===== config.mk =====
export PLATFORM = sky130hd
export DESIGN_NAME = lsu_axi_master
export DESIGN_NICKNAME = d
export VERILOG_FILES = /design/src/rtl/lsu_pkg.sv /design/src/rtl/lsu_align.sv /design/src/rtl/lsu_axi_master.sv
export SDC_FILE = /design/constraint.sdc
export NUM_CORES = 1
export LEC_CHECK = 0
export ABC_AREA = 0
export CAP_MARGIN = 5
export CORE_ASPECT_RATIO = 1.5
export CORE_UTILIZATION = 50
export CTS_BUF_LIST = sky130_fd_sc_hd__clkbuf_8
export CTS_CLUSTER_SIZE = 16
export DETAILED_ROUTE_END_ITERATION = 10
export PLACE_DENSITY = 0.95
export SKIP_LAST_GASP = 1
export SYNTH_ARGS = -nofsm -noshare
export SYNTH_HDL_FRONTEND = slang
export SYNTH_HIERARCHICAL = 1
export SYNTH_SLANG_ARGS = --single-unit

===== constraint.sdc =====
create_clock -name clk -period 8.2 [get_ports clk]
set_clock_uncertainty 0.05 [all_clocks]
set_input_delay 0.82 -clock clk [delete_from_list [all_inputs] [get_ports clk]]
set_output_delay 0.82 -clock clk [all_outputs]
set_load 0.02 [all_outputs]

===== src/rtl/lsu_pkg.sv =====
// lsu_pkg: shared definitions for the load/store unit bus initiator.
// Holds the load/store op encodings, the controller state enum, the
// AXI OKAY response code and the per-size write-strobe base masks.
package lsu_pkg;

   // Load ops use all five codes; stores only use OP_B/OP_H/OP_W (sb/sh/sw).
   localparam logic [2:0] OP_B  = 3'd0;
   localparam logic [2:0] OP_H  = 3'd1;
   localparam logic [2:0] OP_W  = 3'd2;
   localparam logic [2:0] OP_BU = 3'd4;
   localparam logic [2:0] OP_HU = 3'd5;

   localparam logic [1:0] RESP_OKAY = 2'b00;

   // Strobe masks for a lane-0 access; shifted left by addr[1:0].
   localparam logic [3:0] MASK_B = 4'b0001;
   localparam logic [3:0] MASK_H = 4'b0011;
   localparam logic [3:0] MASK_W = 4'b1111;

   typedef enum logic [1:0] {
      ST_IDLE = 2'd0,
      ST_RD   = 2'd1,
      ST_WR   = 2'd2,
      ST_RESP = 2'd3
   } lsu_state_t;

endpackage


===== src/rtl/lsu_align.sv =====
// lsu_align: combinational byte-lane handling for the LSU.
//   wen, op, addr_lo : access type, size code and byte offset in the word
//   wdata            : LSB-justified store data
//   rdata            : raw word returned by the responder
//   wdata_lane       : store data moved onto its byte lanes
//   strb             : 4-bit write strobe for the addressed lanes
//   rdata_ext        : load data extracted from its lane and extended
//   bad_req          : misaligned access or op code with no meaning
module lsu_align
   import lsu_pkg::*;
(
   input  logic        wen,
   input  logic [2:0]  op,
   input  logic [1:0]  addr_lo,
   input  logic [31:0] wdata,
   input  logic [31:0] rdata,
   output logic [31:0] wdata_lane,
   output logic [3:0]  strb,
   output logic [31:0] rdata_ext,
   output logic        bad_req
);

   function automatic logic [31:0] sext8(input logic [7:0] b);
      logic signed [7:0]  s;
      logic signed [31:0] r;
      s = b;
      r = s;
      return r;
   endfunction

   function automatic logic [31:0] sext16(input logic [15:0] h);
      logic signed [15:0] s;
      logic signed [31:0] r;
      s = h;
      r = s;
      return r;
   endfunction

   logic [3:0]  base;
   logic [15:0] lane;

   always_comb begin
      base    = 4'b0000;
      bad_req = 1'b0;
      case (op)
         OP_B:  base = MASK_B;
         OP_H:  begin base = MASK_H; bad_req = addr_lo[0]; end
         OP_W:  begin base = MASK_W; bad_req = |addr_lo;   end
         // Unsigned variants exist only for loads.
         OP_BU: bad_req = wen;
         OP_HU: bad_req = wen | addr_lo[0];
         default: bad_req = 1'b1;
      endcase
   end

   assign strb       = base << addr_lo;
   assign wdata_lane = wdata << {addr_lo, 3'b000};

   // Halfword offsets are only ever 0 or 2 here, so the same shift
   // serves both byte and halfword extraction.
   assign lane = 16'(rdata >> {addr_lo, 3'b000});

   always_comb begin
      case (op)
         OP_B:    rdata_ext = sext8(lane[7:0]);
         OP_H:    rdata_ext = sext16(lane);
         OP_BU:   rdata_ext = {24'd0, lane[7:0]};
         OP_HU:   rdata_ext = {16'd0, lane};
         default: rdata_ext = rdata;
      endcase
   end

endmodule


===== src/rtl/lsu_axi_master.sv =====
// lsu_axi_master: load/store unit bus initiator.
// Accepts one request at a time from the core (req_*), runs it on an
// AXI-lite style read (AR/R) or write (AW/W/B) channel with word-aligned
// addresses, and returns a one-cycle completion (resp_*).
//   clk, rst           : clock, synchronous active-high reset
//   req_valid/ready    : request handshake; req_wen, req_op, req_addr, req_wdata
//   resp_valid         : completion pulse with resp_rdata and resp_err
//   mem_aw*/w*/b*      : write address, write data, write response channels
//   mem_ar*/r*         : read address and read data channels
module lsu_axi_master
   import lsu_pkg::*;
#(
   parameter int STRB_W = 8,
   parameter int ADDR_W = 32
) (
   input  logic              clk,
   input  logic              rst,
   input  logic              req_valid,
   output logic              req_ready,
   input  logic              req_wen,
   input  logic [2:0]        req_op,
   input  logic [ADDR_W-1:0] req_addr,
   input  logic [31:0]       req_wdata,
   output logic              resp_valid,
   output logic [31:0]       resp_rdata,
   output logic              resp_err,
   output logic              mem_awvalid,
   input  logic              mem_awready,
   output logic [ADDR_W-1:0] mem_awaddr,
   output logic              mem_wvalid,
   input  logic              mem_wready,
   output logic [31:0]       mem_wdata,
   output logic [STRB_W-1:0] mem_wstrb,
   input  logic              mem_bvalid,
   output logic              mem_bready,
   input  logic [1:0]        mem_bresp,
   output logic              mem_arvalid,
   input  logic              mem_arready,
   output logic [ADDR_W-1:0] mem_araddr,
   input  logic              mem_rvalid,
   output logic              mem_rready,
   input  logic [1:0]        mem_rresp,
   input  logic [31:0]       mem_rdata
);

   lsu_state_t  state;
   logic        wen_q;
   logic [2:0]  op_q;
   logic [1:0]  lo_q;
   logic        aw_done, w_done, b_done, berr_q;

   // In IDLE the aligner judges the incoming request; afterwards it works
   // on the latched op/offset so load extraction sees the accepted access.
   logic        sel_wen;
   logic [2:0]  sel_op;
   logic [1:0]  sel_lo;
   logic [31:0] wdata_lane, rdata_ext;
   logic [3:0]  strb;
   logic        bad_req;

   assign sel_wen = (state == ST_IDLE) ? req_wen       : wen_q;
   assign sel_op  = (state == ST_IDLE) ? req_op        : op_q;
   assign sel_lo  = (state == ST_IDLE) ? req_addr[1:0] : lo_q;

   lsu_align u_align (
      .wen        (sel_wen),
      .op         (sel_op),
      .addr_lo    (sel_lo),
      .wdata      (req_wdata),
      .rdata      (mem_rdata),
      .wdata_lane (wdata_lane),
      .strb       (strb),
      .rdata_ext  (rdata_ext),
      .bad_req    (bad_req)
   );

   logic aw_hs, w_hs, b_hs, r_hs, wr_fin;
   assign aw_hs  = mem_awvalid & mem_awready;
   assign w_hs   = mem_wvalid  & mem_wready;
   assign b_hs   = mem_bvalid  & mem_bready;
   assign r_hs   = mem_rvalid  & mem_rready;
   // The B handshake may land in the same cycle as the last AW/W handshake.
   assign wr_fin = (aw_done | aw_hs) & (w_done | w_hs) & (b_done | b_hs);

   always_ff @(posedge clk) begin
      if (rst) begin
         state       <= ST_IDLE;
         req_ready   <= 1'b1;
         resp_valid  <= 1'b0;
         resp_err    <= 1'b0;
         resp_rdata  <= '0;
         mem_awvalid <= 1'b0;
         mem_wvalid  <= 1'b0;
         mem_bready  <= 1'b0;
         mem_arvalid <= 1'b0;
         mem_rready  <= 1'b0;
         mem_awaddr  <= '0;
         mem_araddr  <= '0;
         mem_wdata   <= '0;
         mem_wstrb   <= '0;
         aw_done     <= 1'b0;
         w_done      <= 1'b0;
         b_done      <= 1'b0;
         berr_q      <= 1'b0;
         wen_q       <= 1'b0;
         op_q        <= '0;
         lo_q        <= '0;
      end else begin
         case (state)
            ST_IDLE: begin
               if (req_valid) begin
                  req_ready <= 1'b0;
                  wen_q     <= req_wen;
                  op_q      <= req_op;
                  lo_q      <= req_addr[1:0];
                  if (bad_req) begin
                     resp_valid <= 1'b1;
                     resp_err   <= 1'b1;
                     resp_rdata <= '0;
                     state      <= ST_RESP;
                  end else if (req_wen) begin
                     mem_awvalid <= 1'b1;
                     mem_wvalid  <= 1'b1;
                     // Responder needs bready during the address phase.
                     mem_bready  <= 1'b1;
                     mem_awaddr  <= {req_addr[ADDR_W-1:2], 2'b00};
                     mem_wdata   <= wdata_lane;
                     mem_wstrb   <= {{(STRB_W-4){1'b0}}, strb};
                     aw_done     <= 1'b0;
                     w_done      <= 1'b0;
                     b_done      <= 1'b0;
                     berr_q      <= 1'b0;
                     state       <= ST_WR;
                  end else begin
                     mem_arvalid <= 1'b1;
                     mem_rready  <= 1'b1;
                     mem_araddr  <= {req_addr[ADDR_W-1:2], 2'b00};
                     state       <= ST_RD;
                  end
               end
            end

            ST_RD: begin
               if (mem_arvalid && mem_arready) mem_arvalid <= 1'b0;
               if (r_hs) begin
                  mem_arvalid <= 1'b0;
                  mem_rready  <= 1'b0;
                  resp_valid  <= 1'b1;
                  if (mem_rresp != RESP_OKAY) begin
                     resp_err   <= 1'b1;
                     resp_rdata <= '0;
                  end else begin
                     resp_err   <= 1'b0;
                     resp_rdata <= rdata_ext;
                  end
                  state <= ST_RESP;
               end
            end

            ST_WR: begin
               if (aw_hs) begin mem_awvalid <= 1'b0; aw_done <= 1'b1; end
               if (w_hs)  begin mem_wvalid  <= 1'b0; w_done  <= 1'b1; end
               if (b_hs) begin
                  mem_bready <= 1'b0;
                  b_done     <= 1'b1;
                  berr_q     <= (mem_bresp != RESP_OKAY);
               end
               if (wr_fin) begin
                  mem_bready <= 1'b0;
                  resp_valid <= 1'b1;
                  resp_rdata <= '0;
                  resp_err   <= b_hs ? (mem_bresp != RESP_OKAY) : berr_q;
                  state      <= ST_RESP;
               end
            end

            ST_RESP: begin
               resp_valid <= 1'b0;
               resp_err   <= 1'b0;
               resp_rdata <= '0;
               req_ready  <= 1'b1;
               state      <= ST_IDLE;
            end

            default: state <= ST_IDLE;
         endcase
      end
   end

endmodule


==> impl_metrics.prom <==
# TYPE chip_impl_metric gauge
chip_impl_info{name="crit_path_end_kind",value="flop"} 1
chip_impl_info{name="crit_path_top_delay_cell",value="sky130_fd_sc_hd__mux2_2"} 1
chip_impl_metric{name="power-per-cell-area",unit="nW/µm²"} 256
chip_impl_metric{name="area.growth.synth_to_final",unit="%"} 38.9
chip_impl_metric{name="yosys.area_share.xor_xnor",unit="%"} 0
chip_impl_metric{name="detailedPlacementHpwl",unit="µm"} 15400
chip_impl_metric{name="post_synth_fa_ha_maj_area_fraction",unit="%"} 0.694
chip_impl_metric{name="skew_pair_late_insertion_delay",unit="ns"} 0.44
chip_impl_metric{name="timing.reg2reg.setup_slack",unit="ns"} 3.55
chip_impl_metric{name="route.antenna.remaining_nets",unit=""} 0
chip_impl_metric{name="grt_first_pass_wirelength",unit="µm"} 35100
chip_impl_metric{name="synth-edff-count",unit=""} 0
chip_impl_metric{name="postCtsSetupBuffers",unit=""} 0
chip_impl_metric{name="multi_input_area",unit="µm²"} 3860
chip_impl_metric{name="antenna_cells_inserted",unit=""} 0
chip_impl_metric{name="critPathMaxStageDelay",unit="ns"} 0.99
chip_impl_metric{name="core_area",unit="µm²"} 14100
chip_impl_info{name="most_common_library_cell_in_the_layout_ignoring_fill_and_taps",value="sky130_fd_sc_hd__nand2_1"} 1
chip_impl_metric{name="fp.dieArea",unit="µm²"} 14900
chip_impl_metric{name="layout.filler_cells",unit=""} 1049
chip_impl_metric{name="max_cap_violations",unit=""} 0
chip_impl_metric{name="routabilityCongestion",unit=""} 0.933
chip_impl_metric{name="design.final.nets",unit=""} 1221
chip_impl_info{name="grt_setup_unrepaired",value="no"} 1
chip_impl_metric{name="dr_wl_met3",unit="µm"} 1940
chip_impl_info{name="final_cell_mix",value="264 x sky130_fd_sc_hd__nand2_1, 246 x sky130_fd_sc_hd__clkdlybuf4s50_1, 148 x sky130_fd_sc_hd__dfxtp_1"} 1
chip_impl_info{name="crit_path_frequent_cell",value="sky130_fd_sc_hd__nand2_1"} 1
chip_impl_metric{name="synth_async_sr_flop_share",unit="%"} 0
chip_impl_metric{name="number_of_global_route_vias_before_repair",unit=""} 7241
chip_impl_metric{name="portion_of_the_post_synthesis_area_used_by_sequential_elements",unit="%"} 41.1
chip_impl_metric{name="initial_antenna_violation_count",unit=""} 0
chip_impl_metric{name="netlist_instances",unit=""} 905
chip_impl_metric{name="buffer_ports.inserted",unit=""} 247
chip_impl_info{name="setup.worst_path.start_class",value="flop"} 1
chip_impl_metric{name="period_minus_slack",unit="ns"} 4.65
chip_impl_metric{name="totalWireLength",unit="µm"} 22100
chip_impl_metric{name="register_area",unit="µm²"} 2960
chip_impl_metric{name="final_min_period_over_clock_period",unit="%"} 56.7
chip_impl_metric{name="synth_seq_cells",unit=""} 148
chip_impl_metric{name="cts_max_level",unit=""} 4
chip_impl_metric{name="cp_data_required_time",unit="ns"} 8.48
chip_impl_metric{name="synth_compound_gate_area_share",unit="%"} 20.4
chip_impl_metric{name="count_of_routing_violations_after_the_opening_detailed_route_iteration",unit=""} 407
chip_impl_info{name="highest_metal_layer_used_by_the_detailed_router",value="met4"} 1
chip_impl_info{name="tritoncts",value="yes"} 1
chip_impl_info{name="clockRootBuffer",value="sky130_fd_sc_hd__clkbuf_8"} 1
chip_impl_metric{name="power_leakage",unit="nW"} 3.67
chip_impl_metric{name="die_w",unit="µm"} 100
chip_impl_metric{name="cts_resized",unit=""} 0
chip_impl_metric{name="clk_transition_reported_paths",unit="ns"} 0.09
chip_impl_metric{name="vias_per_cell",unit=""} 5.48
chip_impl_metric{name="grt.total_usage",unit="%"} 29.9
chip_impl_metric{name="drt_met1_wl",unit="µm"} 8200
chip_impl_metric{name="timing.max_slew.rel_slack",unit="%"} 10.5
chip_impl_metric{name="vias_after_detailed_routing",unit=""} 7175
chip_impl_metric{name="clkSinkCount",unit=""} 148
chip_impl_metric{name="fin_hold_ws",unit="ns"} 0.405
chip_impl_info{name="status",value="finished, final reports clean"} 1
chip_impl_info{name="crit_path_cell_trace",value="inv_1, ha_1, buf_4, mux2_2, nor2_1, a21oi_1, nand2_1, nand2_1, nand3_2, a221oi_1"} 1
chip_impl_metric{name="fin_tns_setup",unit="ns"} 0
chip_impl_metric{name="synth.mux.area_fraction",unit="%"} 9.12
chip_impl_metric{name="report.final.slew_viol_count",unit=""} 0
chip_impl_info{name="hp-class",value="reg2reg"} 1
chip_impl_metric{name="drt-wirelength-per-cell",unit="µm"} 16.9
chip_impl_metric{name="syn_area_per_cell",unit="µm²"} 7.97
chip_impl_metric{name="ios",unit=""} 256
chip_impl_metric{name="cp_data_arrival_time",unit="ns"} 4.93
chip_impl_info{name="yosys_most_used_dff",value="sky130_fd_sc_hd__dfxtp_1"} 1
chip_impl_info{name="worst-setup-path-type",value="reg2reg"} 1
chip_impl_metric{name="met2WireLength",unit="µm"} 11000
chip_impl_metric{name="gr-total-overflow",unit=""} 0
chip_impl_metric{name="postCtsHoldBufs",unit=""} 0
chip_impl_metric{name="cts_inserted_buffers",unit=""} 17
chip_impl_metric{name="fmaxAchievable",unit="GHz"} 0.215
chip_impl_metric{name="post_synth_instance_area",unit="µm²"} 7220
chip_impl_metric{name="floorplan.rows",unit=""} 53
chip_impl_info{name="worst_path_dominant_cell_family",value="simple AND/OR/NAND/NOR gates"} 1
chip_impl_info{name="synth_top_family_by_area",value="simple AND/OR/NAND/NOR gates"} 1
chip_impl_metric{name="worstMarginPinSlew",unit="ns"} 1.34
chip_impl_metric{name="number_of_hold_slack_violations_in_the_final_timing_report",unit=""} 0
chip_impl_metric{name="timing.final.setup_violations",unit=""} 0
chip_impl_metric{name="yosys.cell_types.count",unit=""} 58
chip_impl_metric{name="worstPathBufferInverterCount",unit=""} 2
chip_impl_metric{name="cts_buffer_depth",unit=""} 2
chip_impl_metric{name="synth_simple_gate_area_share",unit="%"} 22.5
chip_impl_metric{name="floorplan.die.height",unit="µm"} 149
chip_impl_metric{name="post-route-drc-count",unit=""} 0
chip_impl_metric{name="max-vdd-ir-drop",unit="µV"} 162
chip_impl_metric{name="yosysWarningCount",unit=""} 6
chip_impl_metric{name="worst-path-max-fanout",unit=""} 56
chip_impl_metric{name="initial_utilization",unit="%"} 51.3
chip_impl_metric{name="drt_pre_antenna_iters",unit=""} 7
chip_impl_metric{name="share_of_post_route_cells_with_drive_strength_above_1",unit="%"} 6.71
chip_impl_metric{name="grt_start_max_net_pins",unit=""} 84
## metal layers
| layer | GRT usage [%] | vias to the layer above |
|---|---|---|
| li1 | - | 3454 |
| met3 | 9.79 | 72 |
| met2 | 51.5 | 327 |
| met1 | 32.1 | 3322 |
| met5 | 0 | - |
| met4 | 16.6 | 0 |
## per-stage QoR
stage          cells  util, %  setup WS [ns]  total power, mW  cell area (µm²)
2_1_floorplan    912        -           4.88             1.65             7240
6_report        1310     71.3           3.55             2.56            10000
4_1_cts         1310     71.3           3.55             2.57            10000
3_5_place_dp    1278     68.6           3.25             2.01             9640
3_3_place_gp    1278     68.6           3.36             1.98             9640
5_1_grt         1310     71.3           3.11             2.70            10000
## cells in the mapped netlist, drive strengths merged, types with 2 or more instances
| cell type | number | area [µm²] |
|---|---|---|
| buf | 32 | 215 |
| a22oi | 2 | 15.0 |
| a221o | 2 | 20.0 |
| inv | 10 | 37.5 |
| nor4b | 2 | 17.5 |
| a221oi | 2 | 17.5 |
| a311oi | 2 | 17.5 |
| o211ai | 16 | 175 |
| a21o | 9 | 67.6 |
| nand2b | 35 | 226 |
| nor3b | 2 | 15.0 |
| a2bb2oi | 2 | 17.5 |
| nor3 | 7 | 35.0 |
| a211oi | 12 | 95.1 |
| o2bb2ai | 7 | 61.3 |
| a22o | 6 | 52.6 |
| a21oi | 121 | 606 |
| ha | 4 | 50.1 |
| o221a | 7 | 78.8 |
| nand4 | 2 | 12.5 |
| dfxtp | 148 | 2960 |
| o21bai | 2 | 18.8 |
| clkbuf | 50 | 188 |
| nand2 | 264 | 991 |
| and2 | 8 | 50.1 |
| nand3 | 7 | 40.0 |
| a31oi | 8 | 50.1 |
| nor2b | 15 | 93.8 |
| mux2i | 56 | 561 |
| mux2 | 8 | 97.6 |
| o21ai | 16 | 80.1 |
| nor2 | 25 | 93.8 |
| o31ai | 2 | 15.0 |
## cell type report
| type | count | share of cell area, % |
|---|---|---|
| multi-input combinational | 671 | 38.5 |
| sequential | 148 | 29.6 |
| timing repair buffer | 256 | 25.3 |
| tap | 192 | 2.40 |
| clock buffer | 17 | 2.33 |
| clock inverter | 15 | 1.47 |
| inverter | 11 | 0.412 |
## flip-flops by register name, summed over array words and instances, names as in the netlist, 2 cells and up
signal and count:
mem_wdata 32, mem_araddr 30, lo_q 2, state 2
mem_awaddr 30, mem_wstrb 4, op_q 3, resp_rdata 32
## worst register-to-register path, stage by stage, from the launching register on
cell and delay, ns:
sky130_fd_sc_hd__dfxtp_1 0.39, sky130_fd_sc_hd__inv_1 0.09, sky130_fd_sc_hd__ha_1 0.19, sky130_fd_sc_hd__buf_4 0.22
sky130_fd_sc_hd__mux2_2 1.00, sky130_fd_sc_hd__nor2_1 0.36, sky130_fd_sc_hd__a21oi_1 0.61, sky130_fd_sc_hd__nand2_1 0.11
sky130_fd_sc_hd__nand2_1 0.14, sky130_fd_sc_hd__nand3_2 0.81, sky130_fd_sc_hd__a221oi_1 0.57
## report_power, final
| group | internal, mW | switching (mW) |
|---|---|---|
| combinational | 0.485 | 0.663 |
| sequential | 0.802 | 0.0506 |
| clock | 0.249 | 0.311 |
## worst paths after layout
kind	endpoint	cells after the start	from
max	resp_err$_SDFFE_PP0P_	10	state[0]$_SDFFE_PP0P_
min	mem_awaddr[4]$_SDFFE_PP0P_	2	mem_awaddr[4]$_SDFFE_PP0P_
max reg2reg	resp_err$_SDFFE_PP0P_	10	state[0]$_SDFFE_PP0P_
min reg2reg	mem_awaddr[4]$_SDFFE_PP0P_	2	mem_awaddr[4]$_SDFFE_PP0P_
## logic make-up after synthesis
kind of cell | Yosys count
adders and majority gates | 4
and+or+nand+nor | 373
muxes | 64
DFF | 148
AOI/OAI and AO/OA | 222
buffers and inverters | 93
other | 1
Power figures use the tool's default switching activity.
